`config.mk`:
```
export PLATFORM = sky130hd
export DESIGN_NAME = full_adder
export DESIGN_NICKNAME = d
export VERILOG_FILES = /design/src/rtl/full_adder.sv
export SDC_FILE = /design/constraint.sdc
export NUM_CORES = 1
export LEC_CHECK = 0
export CAP_MARGIN = 20
export CORE_AREA = 2 2 39 41
export CTS_BUF_LIST = sky130_fd_sc_hd__clkbuf_2 sky130_fd_sc_hd__clkbuf_4 sky130_fd_sc_hd__clkbuf_8
export DETAILED_ROUTE_END_ITERATION = 6
export DIE_AREA = 0 0 41 43
export MAX_ROUTING_LAYER = met4
export SLEW_MARGIN = 0
export SYNTH_ARGS = -nofsm -noshare
export SYNTH_HDL_FRONTEND = slang
export SYNTH_HIERARCHICAL = 1
export SYNTH_SLANG_ARGS = --single-unit
```
`constraint.sdc`:
```
create_clock -name clk -period 0.85 [get_ports clk]
set_input_delay 0.1275 -clock clk [delete_from_list [all_inputs] [get_ports clk]]
set_output_delay 0.1275 -clock clk [all_outputs]
set_load 0.02 [all_outputs]
```
`src/rtl/full_adder.sv`:
```
// Registered ripple-carry full adder.
// Generate loop of 1-bit cells feeding a single output register stage.

module full_adder_cell (
  input  logic a_i,
  input  logic b_i,
  input  logic c_i,
  output logic s_o,
  output logic c_o
);

  logic p;

  assign p   = a_i ^ b_i;
  assign s_o = p ^ c_i;
  assign c_o = (a_i & b_i) | (c_i & p);

endmodule

module full_adder #(
  parameter int WIDTH = 1
) (
  input  logic             clk,
  input  logic             rst_n,
  input  logic             in_valid,
  input  logic [WIDTH-1:0] a,
  input  logic [WIDTH-1:0] b,
  input  logic             cin,
  output logic [WIDTH-1:0] sum,
  output logic             cout,
  output logic             ovf,
  output logic             out_valid
);

  logic [WIDTH:0]   c;
  logic [WIDTH-1:0] s;

  logic [WIDTH-1:0] sum_d, sum_q;
  logic             cout_d, cout_q;
  logic             ovf_d, ovf_q;
  logic             vld_d, vld_q;

  assign c[0] = cin;

  for (genvar i = 0; i < WIDTH; i++) begin : g_cell
    full_adder_cell u_cell (
      .a_i (a[i]),
      .b_i (b[i]),
      .c_i (c[i]),
      .s_o (s[i]),
      .c_o (c[i+1])
    );
  end

  // Capture a new result only when the input is qualified; otherwise hold.
  always_comb begin
    sum_d  = sum_q;
    cout_d = cout_q;
    ovf_d  = ovf_q;
    vld_d  = 1'b0;
    if (in_valid) begin
      sum_d  = s;
      cout_d = c[WIDTH];
      ovf_d  = c[WIDTH] ^ c[WIDTH-1];
      vld_d  = 1'b1;
    end
  end

  // Output register stage; async reset clears results and the valid strobe.
  always_ff @(posedge clk or negedge rst_n) begin
    if (!rst_n) begin
      sum_q  <= '0;
      cout_q <= 1'b0;
      ovf_q  <= 1'b0;
      vld_q  <= 1'b0;
    end else begin
      sum_q  <= sum_d;
      cout_q <= cout_d;
      ovf_q  <= ovf_d;
      vld_q  <= vld_d;
    end
  end

  assign sum       = sum_q;
  assign cout      = cout_q;
  assign ovf       = ovf_q;
  assign out_valid = vld_q;

endmodule

```
# Yosys cells after proc, flatten, opt, wreduce, memory -nomap -nowiden
# Cells that the tools add are included.
# word_totals
output_inout_bits	4
inputBits	6
memories	0
word_cells	11
latchBits	0
rom_bits	0
ff_bits	4
ramBits	0
# classes
magnitude_cmp	0
n_mux	1
n_div	0
reduce_logical	0
n_mul	0
n_eq_ne	0
shifts	0
bitwise_logic	6
addsub	0
# op_table
cell	count
$xor A1 B1 Y1	3
$and A1 B1 Y1	2
$mux W1	1
$or A1 B1 Y1	1

# Logic depth before layout (Yosys ltp)
# logic_depth
depth_word	4
depth_mapped	3

# By module
# Netlist, hierarchy kept.
# by_module_without_submodules
module	area_each_um2	seq_area_each_um2	cells_each	n_inst
full_adder	140.1	100.1	9	1
full_adder_cell	20.0	0.0	1	1

# Worst setup path after synthesis
# Ideal clock, no wire load.
# synth_path
path_kind	input port to flip-flop
from	in a
to	reg sum_q (netlist: sum)
path_stages	2
arrival_ns	0.829
required_time_ns	0.725
setup_ns	0.125
path_buffers	0
path_slack_ns	-0.103
cell_sequence	fa_1 > mux2_2
# synth_between
elab_chain_cells	2
# synth_rtl
element	line_no	rtl
start, declared	26	input logic [WIDTH-1:0] a,
$xor A1 B1 Y1	14	assign p = a_i ^ b_i;
$xor A1 B1 Y1	15	assign s_o = p ^ c_i;
end signal, assigned	77	sum_q <= sum_d;
end, declared	38	logic [WIDTH-1:0] sum_d, sum_q;
# No other way between the ends.
# A chain may end at the register's enable or synchronous reset.

# Worst setup path after layout
# layout_path
from	reg cout_q (netlist: cout)
to	out cout
# layout_lines
element	line_no	rtl
start, declared	39	logic cout_d, cout_q;
start signal, assigned	78	cout_q <= cout_d;
end, declared	30	output logic cout,
# No word-level cell between the ends.

==> key figures <==
Global routing
  – Vias in the first global route: 137
  – Global-route wire length before repair: 614 µm
  – Largest net degree at the start of global routing: 6
  – Overall routing resource usage: 6.832%
  – Antenna violations before repair: 0
  – Congestion Overflow GR: 0

Die
  – Num rows: 14
  – Die W: 41 µm
  – Area of the core region: 1384 µm²
  – Height of the chip: 43 µm
  – Initial Utilization: 11.57%
  – Boundary pin count: 10
  – Die outline area: 1763 µm²

Detailed routing
  – Mean routed wirelength per cell: 9.950 µm
  – Via count: 132
  – Routed wire length: 398 µm
  – Detailed router's first-iteration violation count: 0
  – Post-detailed-route count of antenna-violating nets: 0
  – Post-detailed-route via-to-cell ratio: 3.300
  – First-pass DRT Iterations: 1
  – Post-route DRC violation count: 0

Layout
  – Relative area change from synthesis to final layout: 89.06%
  – Fraction of layout instances using a drive strength above 1: 62.50%
  – Total of fill cells in the finished design: 156
  – Post-layout net count: 33
  – Sequential Area: 100.1 µm²
  – Post-layout instance count excluding filler cells: 40
  – Area of combinational cells with multiple inputs: 70.07 µm²
  – Count of inserted antenna diode cells: 0

Job
  – Number of violations of the max-capacitance limit: 0

CTS
  – Clock Pin Slew Worst Setup and Hold Paths: 0.04 ns
  – Number of levels the H-tree was split into: 1
  – CTS tree: yes
  – Number of buffers added by the clock tree synthesis step: 3
  – CTS root buf: clkbuf_4
  – Clock Path Buffers: 2
  – Hold-fix buffer count after cts: 0
  – Clock network latency to the later pin of the worst-skew pair: 0.23 ns
  – Number of clock sinks: 4

Synthesis
  – Cell type with the highest aggregate area in the netlist: dfrtp_1
  – Number of synthesized register bits: 4
  – Prevailing post-synth register cell: dfrtp_1
  – Share of flip-flops with an asynchronous set or reset: 100.0%
  – Mean Syn Cell Area: 16.02 µm²
  – EDFF count, synth: 0
  – Fraction of post-synthesis cell area in the top cell type by area: 62.50%
  – List of most frequent post-synthesis cells: dfrtp_1, mux2_2
  – Gate Count Post-Synth: 10
  – Post-synthesis sequential area ratio: 62.50%
  – Top-count cell post-synth: dfrtp_1
  – Count of cell types in the netlist: 6
  – Area of the mapped netlist: 160.2 µm²
  – Number of warnings issued by yosys: 6
  – Net count after synthesis: 17
  – Top cells by area, synth: dfrtp_1, mux2_2, fa_1, xnor2_1, a21oi_1

STA
  – Max Slew Vio Count: 0
  – Crit path setup slack, layout: -0.02949 ns
  – Final period util: 103.5%
  – Worst slew margin relative to its limit: 83.78%
  – Clk_skew: 0 ns
  – Worst hold margin: 0.09654 ns
  – Final number of hold-violating endpoints: 0
  – Count of final setup violators: 4
  – Unrepaired setup endpoints after global routing: true
  – Timing-limited maximum frequency: 1137 MHz
  – Transition time at the pin with the least slew margin: 0.2434 ns
  – Final min period: 0.8795 ns
  – Final sum of negative setup slack: -0.09874 ns

Critical path
  – Capturing element type of the critical path: output pin
  – Data arrival time of the critical path: 0.75 ns
  – Kind of start point of the critical path: flip-flop
  – Worst path buffer plus inverter count: 1
  – Path type of the worst setup path: flip-flop to output pin
  – Worst-path cell with the longest stage delay: dfrtp_1
  – Slowest Stage Delay on Critical Path: 0.36 ns
  – Kind of cell adding the most delay to the critical path: flip-flops
  – Maximum net fanout on the critical path: 2
  – Critical Path RT: 0.72 ns
  – Cells traversed along the worst timing path: buf_4

Power and ir drop
  – Worst vdd ir: 0.0003829 V
  – Leak Pwr: 0.1416 nW
  – Power per standard cell area: 2096 nW/µm²

Place
  – Number of placed cells counting well taps: 35
  – IO buf count: 9
  – RD Place Congestion: 0.5431

Run status
  – Run status: finished, violations left
  – Violations in the final reports: negative setup slack

Min path
  – Kind of path behind the tightest hold check: input pin to asynchronous set/reset pin
per-layer routing:
layer	vias to the layer above	track usage, %	part of all wire [%]
met3	0	4.712	17
met4	0	8.000	0
li1	63	-	-
met5	-	-	0
met1	59	6.885	39
met2	10	7.500	44
cells in the final DEF (no fill, tap or decap):
cell type,count
mux2_4,2
a21oi_1,1
nor2_1,1
dlygate4sd2_1,1
dfrtp_1,4
fa_2,1
buf_2,3
clkdlybuf4s50_1,1
buf_4,3
buf_6,3
clkbuf_4,3
xnor2_1,1
sequential cells by signal, summed over array words and instances (netlist names):
register   cells
cout           1
out_valid      1
ovf            1
sum            1
layout make-up:
| class | count | area share [%] |
|---|---|---|
| Sequential cell | 4 | 33.06 |
| Tap cell | 16 | 6.612 |
| Timing Repair Buffer | 11 | 29.75 |
| Clock buffer | 3 | 7.438 |
| Multi-Input combinational cell | 6 | 23.14 |
logic make-up (layout without fill, tap and decap cells):
group | count (synthesis) | in the layout | share of synthesized area [%]
flip-flops | 4 | 4 | 62.50
multiplexers | 2 | 2 | 14.06
adder cells (fa/ha/maj) | 1 | 1 | 12.50
AO/OA/AOI/OAI | 1 | 1 | 3.122
XOR/XNOR | 1 | 1 | 5.470
AND/OR/NAND/NOR | 1 | 1 | 2.342
buffers and inverters | 0 | 14 | 0
stage by stage:
step | utilization (%) | setup slack [ns] | cell area (µm²) | power [W]
after floorplan | - | -0.08357 | 166.4 | 0.0002962
after global placement | 19.98 | -0.6106 | 276.5 | 0.0003796
after detailed placement | 19.98 | -0.6473 | 276.5 | 0.0003869
after CTS | 21.34 | -0.04294 | 295.3 | 0.0006416
after global routing | 21.88 | -0.05324 | 302.8 | 0.0006853
final | 21.88 | -0.02949 | 302.8 | 0.0006347
worst reg2reg max path, delay by kind of cell, from the launching register on:
family	cells	cell delay, ns
buffers and inverters	1	0.13
flip-flops	1	0.36
multiplexers	1	0.26
where the power goes:
group,switching (W),internal [W]
combinational,0.0000720,0.000101
clock,0.0000728,0.000158
sequential,0.0000151,0.000216
worst paths after layout:
path	start	to	slack [ns]	cells past startpoint
worst max-delay path	cout	cout	-0.03	1
worst min-delay path	rst_n	cout	0.1	1
worst max register to register	cout	cout	-0.02	2
worst min register to register	sum	sum	0.54	1
max in group asynchronous	rst_n	out_valid	0.59	1
min in group clk	cin	ovf	0.23	3
what timing repair did:
| action | in CTS | in global routing |
|---|---|---|
| gates cloned | 0 | 0 |
| pin swaps | 1 | 0 |
| endpoints found under the setup margin | 7 | 5 |
| setup buffers | 1 | 1 |
| resized for setup | 37 | 0 |
No activity file was read; power rests on OpenSTA's default activity.
